===== src/rtl/dmem_arbiter.sv =====
// Data-memory port arbiter: core has priority, host gets a forced grant after
// STARVE_LIMIT denied cycles, and can lock the port for burst transfers.
module dmem_arbiter #(
  parameter int unsigned ADDR_W       = 8,
  parameter int unsigned DATA_W       = 8,
  parameter int unsigned STARVE_LIMIT = 4
) (
  input  logic              clk,
  input  logic              reset,
  input  logic              core_req,
  input  logic              core_we,
  input  logic [ADDR_W-1:0] core_addr,
  input  logic [DATA_W-1:0] core_wdata,
  output logic              core_stall,
  output logic              core_rvalid,
  output logic [DATA_W-1:0] core_rdata,
  input  logic              host_req,
  input  logic              host_we,
  input  logic              host_lock,
  input  logic [ADDR_W-1:0] host_addr,
  input  logic [DATA_W-1:0] host_wdata,
  output logic              host_ack,
  output logic              host_rvalid,
  output logic [DATA_W-1:0] host_rdata,
  output logic              locked,
  output logic              mem_en,
  output logic              mem_we,
  output logic [ADDR_W-1:0] mem_addr,
  output logic [DATA_W-1:0] mem_wdata,
  input  logic [DATA_W-1:0] mem_rdata
);

  typedef enum logic {ST_ARB, ST_LOCKED} state_t;
  typedef enum logic [1:0] {TAG_NONE, TAG_CORE, TAG_HOST} tag_t;

  localparam logic [3:0] LIMIT = 4'(STARVE_LIMIT);

  state_t     r_state, w_state_nxt;
  tag_t       r_tag, w_tag_nxt;
  logic [3:0] r_starve, w_starve_nxt;
  logic       w_gnt_core, w_gnt_host, w_starved;

  // Grants are masked while reset is held so the port is idle during reset.
  always_comb begin
    w_gnt_host = 1'b0;
    w_gnt_core = 1'b0;
    w_starved  = (r_starve == LIMIT);
    if (reset) begin
      if (r_state == ST_LOCKED) begin
        w_gnt_host = host_req;
      end else begin
        w_gnt_host = host_req & (~core_req | w_starved);
        w_gnt_core = core_req & ~w_gnt_host;
      end
    end
  end

  always_comb begin
    mem_en    = w_gnt_core | w_gnt_host;
    mem_we    = 1'b0;
    mem_addr  = '0;
    mem_wdata = '0;
    if (w_gnt_host) begin
      mem_we    = host_we;
      mem_addr  = host_addr;
      mem_wdata = host_wdata;
    end else if (w_gnt_core) begin
      mem_we    = core_we;
      mem_addr  = core_addr;
      mem_wdata = core_wdata;
    end
  end

  always_comb begin
    w_state_nxt  = r_state;
    w_tag_nxt    = TAG_NONE;
    w_starve_nxt = '0;

    if (host_req & ~w_gnt_host)
      w_starve_nxt = w_starved ? r_starve : r_starve + 4'd1;

    case (r_state)
      ST_ARB:    if (w_gnt_host & host_lock) w_state_nxt = ST_LOCKED;
      ST_LOCKED: if (!host_lock)             w_state_nxt = ST_ARB;
      default:                               w_state_nxt = ST_ARB;
    endcase

    if (w_gnt_host & ~host_we)
      w_tag_nxt = TAG_HOST;
    else if (w_gnt_core & ~core_we)
      w_tag_nxt = TAG_CORE;
  end

  always_ff @(posedge clk or negedge reset) begin
    if (!reset) begin
      r_state  <= ST_ARB;
      r_tag    <= TAG_NONE;
      r_starve <= '0;
    end else begin
      r_state  <= w_state_nxt;
      r_tag    <= w_tag_nxt;
      r_starve <= w_starve_nxt;
    end
  end

  always_comb begin
    host_ack    = w_gnt_host;
    core_stall  = core_req & ~w_gnt_core;
    locked      = (r_state == ST_LOCKED);
    core_rvalid = (r_tag == TAG_CORE);
    host_rvalid = (r_tag == TAG_HOST);
    core_rdata  = core_rvalid ? mem_rdata : '0;
    host_rdata  = host_rvalid ? mem_rdata : '0;
  end

endmodule


===== config.mk =====
export PLATFORM = sky130hd
export DESIGN_NAME = dmem_arbiter
export DESIGN_NICKNAME = d
export VERILOG_FILES = /design/src/rtl/dmem_arbiter.sv
export SDC_FILE = /design/constraint.sdc
export NUM_CORES = 1
export LEC_CHECK = 0
export CORE_MARGIN = 5
export CORE_UTILIZATION = 36
export DETAILED_ROUTE_END_ITERATION = 10
export DONT_BUFFER_PORTS = 1
export GPL_TIMING_DRIVEN = 1
export MAX_ROUTING_LAYER = met4
export SYNTH_ARGS = -nofsm -noshare
export SYNTH_HDL_FRONTEND = slang
export SYNTH_SLANG_ARGS = --single-unit

===== constraint.sdc =====
create_clock -name clk -period 2.7 [get_ports clk]
set_input_delay 0.54 -clock clk [delete_from_list [all_inputs] [get_ports clk]]
set_output_delay 0.54 -clock clk [all_outputs]
set_load 0.1 [all_outputs]

== Yosys cells after proc, flatten, opt, wreduce, memory -nomap -nowiden ==
Index checks and enable logic that the tools add are counted.

* Input port bits: 47
* Output and inout port bits: 39
* Logic and storage cells: 43
* Register bits after elaboration: 7

* Eq/ne operators: 4
* Bitwise operators: 16
* Muxes and demuxes: 19
* Add/sub/neg operators: 1

{| class="wikitable"
|+ Operators by type and width
! kind !! count
|-
| 8-bit 2-to-1 mux || 6
|-
| 1-bit 2-to-1 mux || 9
|-
| 4-bit 2-to-1 mux || 2
|-
| 1-bit AND || 7
|-
| 1-bit NOT || 7
|-
| 4-bit by 1-bit adder with 4-bit output, second input constant || 1
|-
| 4-bit by 3-bit == test with 1-bit output, second input constant || 1
|-
| 2-bit by 1-bit == test with 1-bit output, second input constant || 1
|-
| 2-bit == test, second input constant || 1
|-
| 2-bit 2-to-1 mux || 1
|-
| 2-bit inequality test, second input constant || 1
|-
| 1-bit bitwise OR || 2
|-
| 1-bit case mux with 2 select lines || 1
|}

== Longest topological paths before layout ==
* Depth in word-level cells: 10
* Mapped depth: 6
* Depth with buffers taken out: 5

== Least setup slack after synthesis ==
Ideal clock, no wire load.

* Path type: reg-to-output
* From: register r_state, in the netlist locked
* To: output mem_addr[2]
* Buffers on the path: 1
* Path slack: -0.721 ns
* Arrival: 2.881 ns
* Required time: 2.160 ns
* Cell stages (with the launch flop): 5
* Cell sequence: dfrtp_1 -> nand2b_1 -> o21ai_2 -> buf_4 -> o22ai_1

* Cells in the longest elaborated chain, start to end: 4
* Elaborated cells between the ends (all ways): 6
* Classes of those cells: mux (6)

{| class="wikitable"
|+ RTL lines
! what !! line !! source
|-
| start: declaration || 38 || <nowiki>state_t r_state, w_state_nxt;</nowiki>
|-
| start signal: assignment || 100 || <nowiki>r_state <= w_state_nxt;</nowiki>
|-
| 1-bit 2-to-1 mux || 49 || <nowiki>if (r_state == ST_LOCKED) begin</nowiki>
|-
| 1-bit 2-to-1 mux || 48 || <nowiki>if (reset) begin</nowiki>
|-
| 8-bit 2-to-1 mux || 67 || <nowiki>end else if (w_gnt_core) begin</nowiki>
|-
| 8-bit 2-to-1 mux * || 63 || <nowiki>if (w_gnt_host) begin</nowiki>
|-
| end: declaration || 28 || <nowiki>output logic [ADDR_W-1:0] mem_addr,</nowiki>
|}

Every way passes the cells marked *; elsewhere a longest branch is shown, timed or not.

== Worst setup path after layout ==
* From: register r_starve[0]
* To: output mem_wdata[0]

* Cells in the longest elaborated chain, start to end: 9
* Elaborated cells between the ends (all ways): 11
* Classes of those cells: eq/ne (1); mux (6); bitwise (4)

{| class="wikitable"
|+ RTL lines
! what !! line !! source
|-
| start: declaration || 40 || <nowiki>logic [3:0] r_starve, w_starve_nxt;</nowiki>
|-
| start signal: assignment || 102 || <nowiki>r_starve <= w_starve_nxt;</nowiki>
|-
| 4-bit by 3-bit == test with 1-bit output * || 47 || <nowiki>w_starved = (r_starve == LIMIT);</nowiki>
|-
| 1-bit bitwise OR * || 52 || <nowiki>w_gnt_host = host_req & (~core_req | w_starved);</nowiki>
|-
| 1-bit AND * || 52 ||
|-
| 1-bit NOT || 53 || <nowiki>w_gnt_core = core_req & ~w_gnt_host;</nowiki>
|-
| 1-bit AND || 53 ||
|-
| 1-bit 2-to-1 mux || 49 ||
|-
| 1-bit 2-to-1 mux || 48 ||
|-
| 8-bit 2-to-1 mux || 67 ||
|-
| 8-bit 2-to-1 mux * || 63 ||
|-
| end: declaration || 29 || <nowiki>output logic [DATA_W-1:0] mem_wdata,</nowiki>
|}

Marks and branches as above.

==> report_table.html <==
<table>
<tr><th>Metric</th><th>Value</th></tr>
<tr><th colspan="2">Status</th></tr>
<tr><td>Run status</td><td>finished, final reports clean</td></tr>
<tr><th colspan="2">Route</th></tr>
<tr><td>Via count</td><td>1061</td></tr>
<tr><td>Post-route DRC violation count</td><td>0</td></tr>
<tr><td>Final routed wire length divided by cell count</td><td>16.1 um</td></tr>
<tr><td>Post-detailed-route count of antenna-violating nets</td><td>0</td></tr>
<tr><td>Vias per cell</td><td>5.64</td></tr>
<tr><td>Drt total wl</td><td>3020 um</td></tr>
<tr><td>Starting DRT DRC Count</td><td>34</td></tr>
<tr><td>Pre-antenna DRT Iters</td><td>4</td></tr>
<tr><th colspan="2">Timing</th></tr>
<tr><td>Final setup violation count</td><td>0</td></tr>
<tr><td>Setup skew after layout</td><td>1.83 ps</td></tr>
<tr><td>Worst slew pin tran</td><td>372 ps</td></tr>
<tr><td>Final period utilization</td><td>91.8%</td></tr>
<tr><td>Post-Route Setup TNS</td><td>0 ps</td></tr>
<tr><td>Unrepaired setup endpoints after global routing</td><td>no</td></tr>
<tr><td>Final-report hold violation count</td><td>0</td></tr>
<tr><td>Worst slew margin</td><td>75.1%</td></tr>
<tr><td>Final critical-path required period</td><td>2480 ps</td></tr>
<tr><td>Maximum achievable frequency</td><td>403 MHz</td></tr>
<tr><td>Slew Viols, Final</td><td>0</td></tr>
<tr><th colspan="2">Floorplan</th></tr>
<tr><td>Die Y-Extent</td><td>57.5 um</td></tr>
<tr><td>Floorplan die width</td><td>57.5 um</td></tr>
<tr><td>Die footprint</td><td>3310 sq um</td></tr>
<tr><td>Boundary pin count</td><td>86</td></tr>
<tr><td>Placeable Area</td><td>2190 sq um</td></tr>
<tr><td>Placement row count</td><td>17</td></tr>
<tr><td>Starting Density</td><td>37.1%</td></tr>
<tr><th colspan="2">Logic synthesis</th></tr>
<tr><td>Share of the yosys chip area belonging to registers</td><td>21.6%</td></tr>
<tr><td>Ys flop type</td><td>sky130_fd_sc_hd__dfrtp_1</td></tr>
<tr><td>Average cell area after synthesis</td><td>6.60 sq um</td></tr>
<tr><td>Cell taking the most area after synthesis</td><td>sky130_fd_sc_hd__dfrtp_1</td></tr>
<tr><td>Cell types with the largest area share after synthesis</td><td>sky130_fd_sc_hd__dfrtp_1, sky130_fd_sc_hd__nand2_1, sky130_fd_sc_hd__o22ai_1, sky130_fd_sc_hd__and2_1, sky130_fd_sc_hd__ha_1</td></tr>
<tr><td>Compound-cell area share of the yosys netlist</td><td>18.8%</td></tr>
<tr><td>Mapped cell area</td><td>812 sq um</td></tr>
<tr><td>Simple-Gate Fraction of Synth Area</td><td>45.1%</td></tr>
<tr><td>Most frequent cell after synthesis</td><td>sky130_fd_sc_hd__nand2_1</td></tr>
<tr><td>Area fraction of the dominant cell type after synthesis</td><td>21.6%</td></tr>
<tr><td>Netlist cell types</td><td>30</td></tr>
<tr><td>Proportion of synthesized area in mux cells</td><td>1.23%</td></tr>
<tr><td>List of most frequent post-synthesis cells</td><td>sky130_fd_sc_hd__nand2_1, sky130_fd_sc_hd__o22ai_1, sky130_fd_sc_hd__and2_1, sky130_fd_sc_hd__dfrtp_1</td></tr>
<tr><td>Post-synth EDFFs</td><td>0</td></tr>
<tr><td>Number of nets produced by synthesis</td><td>172</td></tr>
<tr><td>Post-synthesis share of cell area spent on xor and xnor gates</td><td>1.08%</td></tr>
<tr><td>Area share of fa/ha/maj cells after synthesis</td><td>3.08%</td></tr>
<tr><td>Number of instances in the synthesized netlist</td><td>123</td></tr>
<tr><td>Number of synthesis warnings</td><td>0</td></tr>
<tr><td>Synthesis-stage register bit count</td><td>7</td></tr>
<tr><td>Ys async rst share</td><td>100%</td></tr>
<tr><td>Dominant combinational cell family by area after synthesis</td><td>simple AND/OR/NAND/NOR gates</td></tr>
<tr><th colspan="2">Critical path</th></tr>
<tr><td>Arrival time reported for the critical path endpoint</td><td>1940 ps</td></tr>
<tr><td>Crit path from</td><td>r_starve[0]$_DFFE_PN0P_</td></tr>
<tr><td>Endpoint type of the worst setup path</td><td>output port</td></tr>
<tr><td>Setup slack of the worst register-to-register path</td><td>1100 ps</td></tr>
<tr><td>Most frequent cell on the critical path</td><td>sky130_fd_sc_hd__buf_12</td></tr>
<tr><td>Reg2Reg Launch Point</td><td>r_starve[0]$_DFFE_PN0P_</td></tr>
<tr><td>Startpoint class of the critical path</td><td>flop</td></tr>
<tr><td>Req. time, crit path</td><td>2160 ps</td></tr>
<tr><td>Max incr delay on CP</td><td>400 ps</td></tr>
<tr><td>Worst Setup EP</td><td>mem_wdata[0]</td></tr>
<tr><td>Worst Reg2Reg Path Length in Cells</td><td>6</td></tr>
<tr><td>Start-to-end type of the worst setup path</td><td>flop to output port</td></tr>
<tr><td>Worst r2r dst</td><td>locked$_DFF_PN0_</td></tr>
<tr><td>Top fanout value on the critical path</td><td>20</td></tr>
<tr><td>Cell at the slowest stage of the critical path</td><td>sky130_fd_sc_hd__dfrtp_1</td></tr>
<tr><td>Critical path cell sequence</td><td>inv_1, ha_1, and3b_2, o21ai_4, buf_12, o22ai_2, buf_12</td></tr>
<tr><th colspan="2">Clocking</th></tr>
<tr><td>Number of buffers on the longest clock path</td><td>2</td></tr>
<tr><td>Clock tree from TritonCTS</td><td>built</td></tr>
<tr><td>Cts bufs inserted</td><td>3</td></tr>
<tr><td>Worst-Skew Late Latency</td><td>250 ps</td></tr>
<tr><td>Clock tree root buffer cell</td><td>sky130_fd_sc_hd__clkbuf_4</td></tr>
<tr><td>Post-CTS setup repair buffer count</td><td>0</td></tr>
<tr><td>Deepest level of the CTS H-tree</td><td>1</td></tr>
<tr><td>Clock-pin transition on the worst setup and hold timing paths</td><td>50 ps</td></tr>
<tr><td>Clock net sink count</td><td>7</td></tr>
<tr><th colspan="2">Finish</th></tr>
<tr><td>Reg area</td><td>175 sq um</td></tr>
<tr><td>Number of nets in the finished design</td><td>210</td></tr>
<tr><td>Number of inserted diodes</td><td>0</td></tr>
<tr><td>Synth-to-Final Area Change</td><td>94.8%</td></tr>
<tr><td>Fraction of layout instances using a drive strength above 1</td><td>44.4%</td></tr>
<tr><td>Total area of multi-input combinational cells</td><td>758 sq um</td></tr>
<tr><td>Total of fill cells in the finished design</td><td>158</td></tr>
<tr><th colspan="2">Pwr</th></tr>
<tr><td>Tot Pwr</td><td>704 uW</td></tr>
<tr><td>IR drop worst, VDD</td><td>0.000306 V</td></tr>
<tr><td>Pwr per Cell Area</td><td>445 nW/um^2</td></tr>
<tr><td>Static leakage</td><td>0.000676 uW</td></tr>
<tr><th colspan="2">Global routing</th></tr>
<tr><td>Total track usage</td><td>18.7%</td></tr>
<tr><td>Wire length of the first global-routing pass</td><td>4800 um</td></tr>
<tr><td>Final global-route overflow total</td><td>0</td></tr>
<tr><td>Vias in the first global route</td><td>1041</td></tr>
<tr><td>Maximum number of pins on one net before global-route repair</td><td>42</td></tr>
<tr><td>Number of antenna violations at the first check in global routing</td><td>0</td></tr>
<tr><th colspan="2">Placement</th></tr>
<tr><td>Detailed placement HPWL</td><td>2510 um</td></tr>
<tr><td>Final weighted congestion in routability-driven placement</td><td>0.888</td></tr>
<tr><td>Buffers on Ports</td><td>0</td></tr>
<tr><th colspan="2">Hold path</th></tr>
<tr><td>Class of the tightest hold or removal check</td><td>primary input to flop</td></tr>
<tr><th colspan="2">Flow run</th></tr>
<tr><td>Maxcap violations</td><td>0</td></tr>
</table>
[report_power, final]
group | leakage (uW) | switching, uW | internal (uW)
Combinational | 0.000566 | 331 | 154
Sequential | 0.0000946 | 8.41 | 113
Clock | 0.0000150 | 40.9 | 56.6
Total | 0.000676 | 381 | 323
[metal layers]
| metal | routed length, um | vias up | share of wire (%) | track usage [%] |
|---|---|---|---|---|
| li1 | - | 494 | - | - |
| met1 | 959 | 496 | 32 | 19.1 |
| met3 | 306 | 4 | 10 | 3.39 |
| met5 | 0 | - | 0 | - |
| met4 | 38 | 0 | 1.3 | 5.96 |
| met2 | 1720 | 67 | 57 | 35.3 |
[flip-flops by register name, indices dropped and copies added, names as in the netlist]
register and flops:
r_tag 2, r_starve 4, locked 1
[worst min path at each step]
stage	from	end	slack, ps	depth (start not counted)
final	host_we	r_tag[1]$_DFF_PN0_	340	1
after global routing	host_we	r_tag[1]$_DFF_PN0_	340	1
after CTS	host_we	r_tag[1]$_DFF_PN0_	350	1
after detailed placement	reset	r_starve[3]$_DFFE_PN0P_	250	0
after global placement	reset	r_starve[3]$_DFFE_PN0P_	250	0
after floorplan	reset	locked$_DFF_PN0_	240	0
[timing repair]
| item | 4_1_cts | 5_1_grt |
|---|---|---|
| hold buffers | 1 | 0 |
| endpoints found under the hold margin | 7 | 0 |
| gates resized for setup | 0 | 0 |
[stage by stage]
stage               instance area (sq um)  worst slack (ps)  hold WS, ps  instances  utilization (%)
detailed placement                   1550               521          246        183             70.5
global placement                     1550               615          246        183             70.5
floorplan                             997              -337          244        123                -
global route                         1580               144          341        188             72.2
CTS                                  1580               244          347        188             72.2
finish                               1580               220          343        188             72.2
[cells by family after synthesis]
| family | count (synthesis) |
|---|---|
| xor+xnor | 1 |
| simple gates | 74 |
| compound gates | 24 |
| buf+inv | 14 |
| fa+ha+maj | 2 |
| flops | 7 |
| mux | 1 |
[worst max-delay path: cells and delay by family, from the launching register on]
family,cells,cell delay [ps]
buf+inv,3,490
compound gates,2,280
fa+ha+maj,1,240
simple gates,1,270
flops,1,400
[cells in the final DEF (no fill, tap or decap), types with 2 or more instances in the layout]
cell type | Yosys | layout
sky130_fd_sc_hd__inv_1 | 5 | 5
sky130_fd_sc_hd__nand3_1 | 4 | 4
sky130_fd_sc_hd__nand2_1 | 36 | 36
sky130_fd_sc_hd__clkbuf_4 | 0 | 3
sky130_fd_sc_hd__and2_1 | 16 | 16
sky130_fd_sc_hd__dfrtp_1 | 7 | 7
sky130_fd_sc_hd__nor2_1 | 5 | 3
sky130_fd_sc_hd__o22ai_2 | 0 | 9
sky130_fd_sc_hd__buf_12 | 0 | 20
sky130_fd_sc_hd__nor2b_2 | 0 | 2
sky130_fd_sc_hd__ha_1 | 2 | 2
sky130_fd_sc_hd__o22ai_4 | 0 | 8
sky130_fd_sc_hd__buf_4 | 1 | 21
sky130_fd_sc_hd__nor3_1 | 2 | 2
[layout make-up]
cell class / count / area share (%)
multi-input combinational: 102 / 47.9
timing repair buffer: 42 / 35.9
sequential: 7 / 11.1
tap: 28 / 2.22
clock buffer: 4 / 1.66
inverter: 5 / 1.19
No activity file was read; power rests on OpenSTA's default activity.
